--- src/rtl/motor_if_pkg.sv ---
// Shared definitions for the motor-interface clock divider: sequencer state
// encoding and default datapath/divisor limits.
package motor_if_pkg;

  typedef enum logic [1:0] {
    ST_IDLE = 2'd0,
    ST_RAMP = 2'd1,
    ST_RUN  = 2'd2,
    ST_STOP = 2'd3
  } state_e;

  localparam int DEF_CNT_W     = 28;
  localparam int DEF_DIV_MIN   = 2;
  localparam int DEF_DIV_MAX   = 16;
  localparam int DEF_RAMP_STEP = 2;

endpackage

--- src/rtl/div_counter_core.sv ---
// Period counter for a given divisor: wrap strobe, registered square wave and
// registered one-cycle tick following the last count of each period.
module div_counter_core
  import motor_if_pkg::*;
#(
  parameter int CNT_W = DEF_CNT_W
) (
  input  logic             clk_in,
  input  logic             rst_n,
  input  logic             run,
  input  logic [CNT_W-1:0] div,
  output logic             boundary,
  output logic             clk_out,
  output logic             tick_en
);

  localparam logic [CNT_W-1:0] ONE = CNT_W'(1);

  logic [CNT_W-1:0] cnt_q, cnt_d;
  logic             clk_out_q, clk_out_d;
  logic             tick_q, tick_d;

  always_comb begin
    boundary  = run && (cnt_q == div - ONE);
    cnt_d     = '0;
    if (run && !boundary) begin
      cnt_d = cnt_q + ONE;
    end
    // High for the first div>>1 counts; odd divisors spend the extra cycle low.
    clk_out_d = run && (cnt_q < (div >> 1));
    tick_d    = boundary;
  end

  always_ff @(posedge clk_in or negedge rst_n) begin
    if (!rst_n) begin
      cnt_q     <= '0;
      clk_out_q <= 1'b0;
      tick_q    <= 1'b0;
    end else begin
      cnt_q     <= cnt_d;
      clk_out_q <= clk_out_d;
      tick_q    <= tick_d;
    end
  end

  assign clk_out = clk_out_q;
  assign tick_en = tick_q;

endmodule

--- src/rtl/clk_div_ramp_ctrl.sv ---
// Divider rate sequencer: config handshake, soft-start/soft-stop and bounded
// per-period divisor ramping around a div_counter_core.
module clk_div_ramp_ctrl
  import motor_if_pkg::*;
#(
  parameter int CNT_W     = DEF_CNT_W,
  parameter int DIV_MIN   = DEF_DIV_MIN,
  parameter int DIV_MAX   = DEF_DIV_MAX,
  parameter int RAMP_STEP = DEF_RAMP_STEP
) (
  input  logic             clk_in,
  input  logic             rst_n,
  input  logic             cfg_valid,
  output logic             cfg_ready,
  input  logic             cfg_en,
  input  logic [CNT_W-1:0] cfg_div,
  output logic             clk_out,
  output logic             tick_en,
  output logic [CNT_W-1:0] cur_div,
  output logic             at_target,
  output logic             busy
);

  localparam logic [CNT_W-1:0] MIN_V  = CNT_W'(DIV_MIN);
  localparam logic [CNT_W-1:0] MAX_V  = CNT_W'(DIV_MAX);
  localparam logic [CNT_W-1:0] STEP_V = CNT_W'(RAMP_STEP);

  state_e           state_q, state_d;
  logic [CNT_W-1:0] cur_div_q, cur_div_d;
  logic [CNT_W-1:0] target_q, target_d;
  logic             at_target_q, at_target_d;
  logic [CNT_W-1:0] div_clamped, div_stepped, diff;
  logic             accept, boundary;

  assign cfg_ready = (state_q != ST_STOP);
  assign accept    = cfg_valid && cfg_ready;

  always_comb begin
    if (cfg_div < MIN_V) begin
      div_clamped = MIN_V;
    end else if (cfg_div > MAX_V) begin
      div_clamped = MAX_V;
    end else begin
      div_clamped = cfg_div;
    end
  end

  // Compare first so the subtraction never wraps; the step never overshoots.
  always_comb begin
    diff        = '0;
    div_stepped = cur_div_q;
    if (cur_div_q > target_q) begin
      diff        = cur_div_q - target_q;
      div_stepped = cur_div_q - ((diff > STEP_V) ? STEP_V : diff);
    end else if (cur_div_q < target_q) begin
      diff        = target_q - cur_div_q;
      div_stepped = cur_div_q + ((diff > STEP_V) ? STEP_V : diff);
    end
  end

  always_comb begin
    state_d   = state_q;
    cur_div_d = cur_div_q;
    target_d  = target_q;
    case (state_q)
      ST_IDLE: begin
        if (accept && cfg_en) begin
          target_d  = div_clamped;
          cur_div_d = MAX_V;
          state_d   = ST_RAMP;
        end
      end
      default: begin
        // The boundary uses the target latched before this edge; a same-edge
        // accept only takes effect from the following boundary.
        if (boundary) begin
          cur_div_d = div_stepped;
          if (div_stepped == target_q) begin
            state_d = (state_q == ST_STOP) ? ST_IDLE : ST_RUN;
          end
        end
        if (accept) begin
          if (!cfg_en) begin
            state_d  = ST_STOP;
            target_d = MAX_V;
          end else begin
            target_d = div_clamped;
            if ((state_d == ST_RUN) && (div_clamped != cur_div_d)) begin
              state_d = ST_RAMP;
            end
          end
        end
      end
    endcase
    at_target_d = (state_d == ST_RUN) && (cur_div_d == target_d);
  end

  always_ff @(posedge clk_in or negedge rst_n) begin
    if (!rst_n) begin
      state_q     <= ST_IDLE;
      cur_div_q   <= MAX_V;
      target_q    <= MAX_V;
      at_target_q <= 1'b0;
    end else begin
      state_q     <= state_d;
      cur_div_q   <= cur_div_d;
      target_q    <= target_d;
      at_target_q <= at_target_d;
    end
  end

  div_counter_core #(
    .CNT_W (CNT_W)
  ) u_core (
    .clk_in   (clk_in),
    .rst_n    (rst_n),
    .run      (state_q != ST_IDLE),
    .div      (cur_div_q),
    .boundary (boundary),
    .clk_out  (clk_out),
    .tick_en  (tick_en)
  );

  assign cur_div   = cur_div_q;
  assign at_target = at_target_q;
  assign busy      = (state_q != ST_IDLE);

endmodule

--- config.mk ---
export PLATFORM = sky130hd
export DESIGN_NAME = clk_div_ramp_ctrl
export DESIGN_NICKNAME = d
export VERILOG_FILES = /design/src/rtl/motor_if_pkg.sv /design/src/rtl/div_counter_core.sv /design/src/rtl/clk_div_ramp_ctrl.sv
export SDC_FILE = /design/constraint.sdc
export NUM_CORES = 1
export LEC_CHECK = 0
export CAP_MARGIN = 0
export CELL_PAD_IN_SITES_DETAIL_PLACEMENT = 0
export CELL_PAD_IN_SITES_GLOBAL_PLACEMENT = 2
export CORE_MARGIN = 2
export CORE_UTILIZATION = 37
export DETAILED_ROUTE_END_ITERATION = 7
export MAX_ROUTING_LAYER = met4
export PLACE_DENSITY = 0.93
export SLEW_MARGIN = 25
export SYNTH_ARGS = -nofsm -noshare
export SYNTH_HDL_FRONTEND = slang
export SYNTH_SLANG_ARGS = --single-unit
--- constraint.sdc ---
create_clock -name clk_in -period 10.6 [get_ports clk_in]
set_input_delay 1.06 -clock clk_in [delete_from_list [all_inputs] [get_ports clk_in]]
set_output_delay 1.06 -clock clk_in [all_outputs]
set_load 0.01 [all_outputs]
==> flow_summary.toml <==
[status]
outcome = "complete, no violations"

[yosys]
syn_inst = 1990
synth_edf_count = 0
netlist_area_um2 = 14460
async_flop_share = 1.000
ys_seq_area_frac = 0.1542
yosysWarningCount = 0
syn_area_per_cell_um2 = 7.265
synth_seq_cells = 89
synthFlopType = "dfrtp_1"
synthDistinctLibCells = 87

[place]
io_buffers = 64
dp_cells = 2583
gp_congestion = 1.047
place_hpwl_mm = 59.78

[grt]
grt_pass1_wl_mm = 107.8
met1_usage = 0.4953
met3_usage = 0.05604
grt.busiest_layer = "met2"
grt.overflow.total = 0
antenna_found_initial = 1
track_usage = 0.3686
use_met2 = 0.5555
grt_pass1_vias = 15700
grt_start_max_net_pins = 69

[critical_path]
crit_fanout = 18
cpMaxStageDelayCell = "ha_1"
r2r_end = "state_q[1]$_DFF_PN0_"
reg2reg_from = "cur_div[21]$_DFF_PN0_"
r2r_cells = 29
crit_required_ns = 10.84
reg2reg_slack_ns = 1.27
crit_start = "cur_div[21]$_DFF_PN0_"
crit_type = "reg -> reg"
crit_path_start_kind = "flop"
endpoint_kind = "flop"
crit_arrival_ns = 9.57
slowest_delay_ns = 0.75

[pwr]
swShare = 0.3924
power_frac_seq = 0.312
clkPwrFrac = 0.313
power_switching_uw = 434.8
vdd_drop_max_mv = 0.08507
p_leak_uw = 0.006947
p_int_uw = 673.3
power_density_nw_per_um2 = 67.72
pwr-share-comb = 0.374

[clock_network]
cts_setup_buffers = 0
worstSkewPairLatency_ns = 0.37
cts_resized = 0
clkTransAtPathRegs_ns = 0.07
ctsHoldBuffers = 0
clock-root-buffer = "clkbuf_16"
clk_path_buf_depth = 2
cts.sinks = 89
htree_levels = 3
cts_tree = "yes"
cts-buffers-inserted = 9

[finish]
syn_to_final_growth_pct = 13.19
nFillCells = 4029
final_cells = 2601
nets = 2247
multi_input_area_um2 = 11630
layout-drive-gt1-share = 0.06247
register_area_um2 = 2230

[timing]
period_share = 0.8804
setup-tns-final_ns = 0
period_minus_slack_ns = 9.332
hold_slack_ns = 0.5730
hold_viol = 0
clock.fmax_ghz = 0.1072
slew_headroom = 0.2977
worst_pin_slew_ns = 1.046
rsz0062_at_grt = "no"
final-max-slew-violation-count = 0
finalSetupViolCount = 0
finClkSkew_ns = 0.01347

[floorplan]
die_w_um = 201.7
fp.dieH_um = 201.7
pin_count = 65
floorplan.initialDensity = 0.3741
rows = 72
core_region_area_um2 = 38650
die_area_um2 = 40670

[detailed_routing]
drt-initial-drc-count = 2099
routed-via-count = 16780
drtPass1Iterations = 6
wl_mm = 74.42
wl_per_cell_um = 28.61
drcViolationCount = 0
ant_nets = 0
via_per_inst = 6.451

[hold_path]
hold_class = "in -> async"

[run]
max_cap_violations = 0
[cells in the final DEF, fill, tap and decap left out, types with 9 or more instances in the layout]
master and count:
dfrtp_1 87, nor3_1 50, and3_1 30, or3_1 26, ha_1 135, clkdlybuf4s50_1 63
nor2b_1 21, nand4_1 56, nand2_1 164, buf_4 73, o211ai_1 29, and4_1 15
a31oi_1 27, nand3_1 74, o22ai_1 12, mux2i_1 18, xnor2_1 107, a21o_1 53
conb_1 50, or4_1 16, o31ai_1 18, nand2b_1 24, nor4_1 32, o21a_1 20
clkbuf_16 9, a21oi_1 161, a2111oi_0 12, nor2_1 156, a221oi_1 10, a211oi_1 30
inv_1 96, o21bai_1 14, o2111ai_1 11, xor2_1 57, and2_1 36, o21ai_0 129
[state kept, by name, indices dropped and copies added, names as in the netlist]
name,count
cur_div,28
u_core.tick_en,1
target_q,28
u_core.clk_out,1
at_target,1
u_core.cnt_q,28
state_q,2
[area by class of cell]
type,instances,share of cell area
Antenna cell,2,0.0003059
Clock buffer,9,0.01376
Clock inverter,7,0.005123
Inverter,97,0.02225
Multi-Input combinational cell,1743,0.7107
Sequential cell,89,0.1363
Tap cell,518,0.03961
Timing Repair Buffer,136,0.07203
[Yosys cell counts, drive strengths merged, types with 29 or more instances]
cell type	number	area, um2
a211oi	34	275.3
a21o	53	397.9
a21oi	161	805.8
and2	36	225.2
and3	30	187.7
buf	35	201.4
clkbuf	74	277.8
dfrtp	87	2177
ha	135	1689
inv	97	364.1
nand2	167	639.4
nand3	74	370.4
nand4	56	350.3
nor2	156	585.6
nor3	51	255.2
nor4	40	269.0
o211ai	29	217.7
o21ai	136	680.7
xnor2	107	937.2
xor2	57	499.2
[kinds of logic (layout without fill, tap and decap cells)]
| kind of cell | count (synthesis) | in the layout | share of synthesized area |
|---|---|---|---|
| buffers and inverters | 206 | 249 | 0.05833 |
| XOR/XNOR | 164 | 164 | 0.09936 |
| multiplexers | 23 | 23 | 0.01636 |
| AND/OR/NAND/NOR | 747 | 747 | 0.2681 |
| other | 2 | 52 | 0.0005195 |
| flip-flops | 89 | 89 | 0.1542 |
| AO/OA/AOI/OAI | 620 | 620 | 0.2807 |
| adder cells (fa/ha/maj) | 139 | 139 | 0.1224 |
[critical path: cells and delay by family, from the launching register on]
kind	cells	cell delay (ns)
AO/OA/AOI/OAI	11	2.61
XOR/XNOR	1	0.16
adder cells (fa/ha/maj)	2	1.20
buffers and inverters	4	0.88
flip-flops	1	0.61
multiplexers	1	0.08
AND/OR/NAND/NOR	10	3.62
[metrics by stage]
stage | instance area, um2 | power, uW | utilization | worst slack [ns]
4_1_cts | 16350 | 1093 | 0.4230 | 1.473
2_1_floorplan | 14640 | 591.5 | - | 2.926
3_3_place_gp | 16040 | 751.2 | 0.4150 | 1.598
3_5_place_dp | 16040 | 746.2 | 0.4150 | 1.469
6_report | 16360 | 1108 | 0.4234 | 1.268
5_1_grt | 16360 | 1147 | 0.4233 | 0.7686
[power by group through the flow]
stage	logic [uW]	registers, uW	clock network, uW
2_1_floorplan	236	356	0
3_3_place_gp	399	353	0
3_5_place_dp	393	353	0
4_1_cts	396	346	351
5_1_grt	437	347	363
6_report	414	346	347
[routing by layer]
layer / wire (um) / vias up
met4: 3141 / 0
met3: 6250 / 158
met2: 32530 / 913
met5: 0 / -
li1: - / 7525
met1: 32490 / 8183
[worst max path at each step]
stage,to,slack [ns]
finish,state_q[1]$_DFF_PN0_,1.27
global route,state_q[1]$_DFF_PN0_,0.77
CTS,state_q[1]$_DFF_PN0_,1.47
detailed placement,at_target$_DFF_PN0_,1.47
global placement,at_target$_DFF_PN0_,1.60
floorplan,at_target$_DFF_PN0_,2.93
Power figures use the tool's default switching activity.
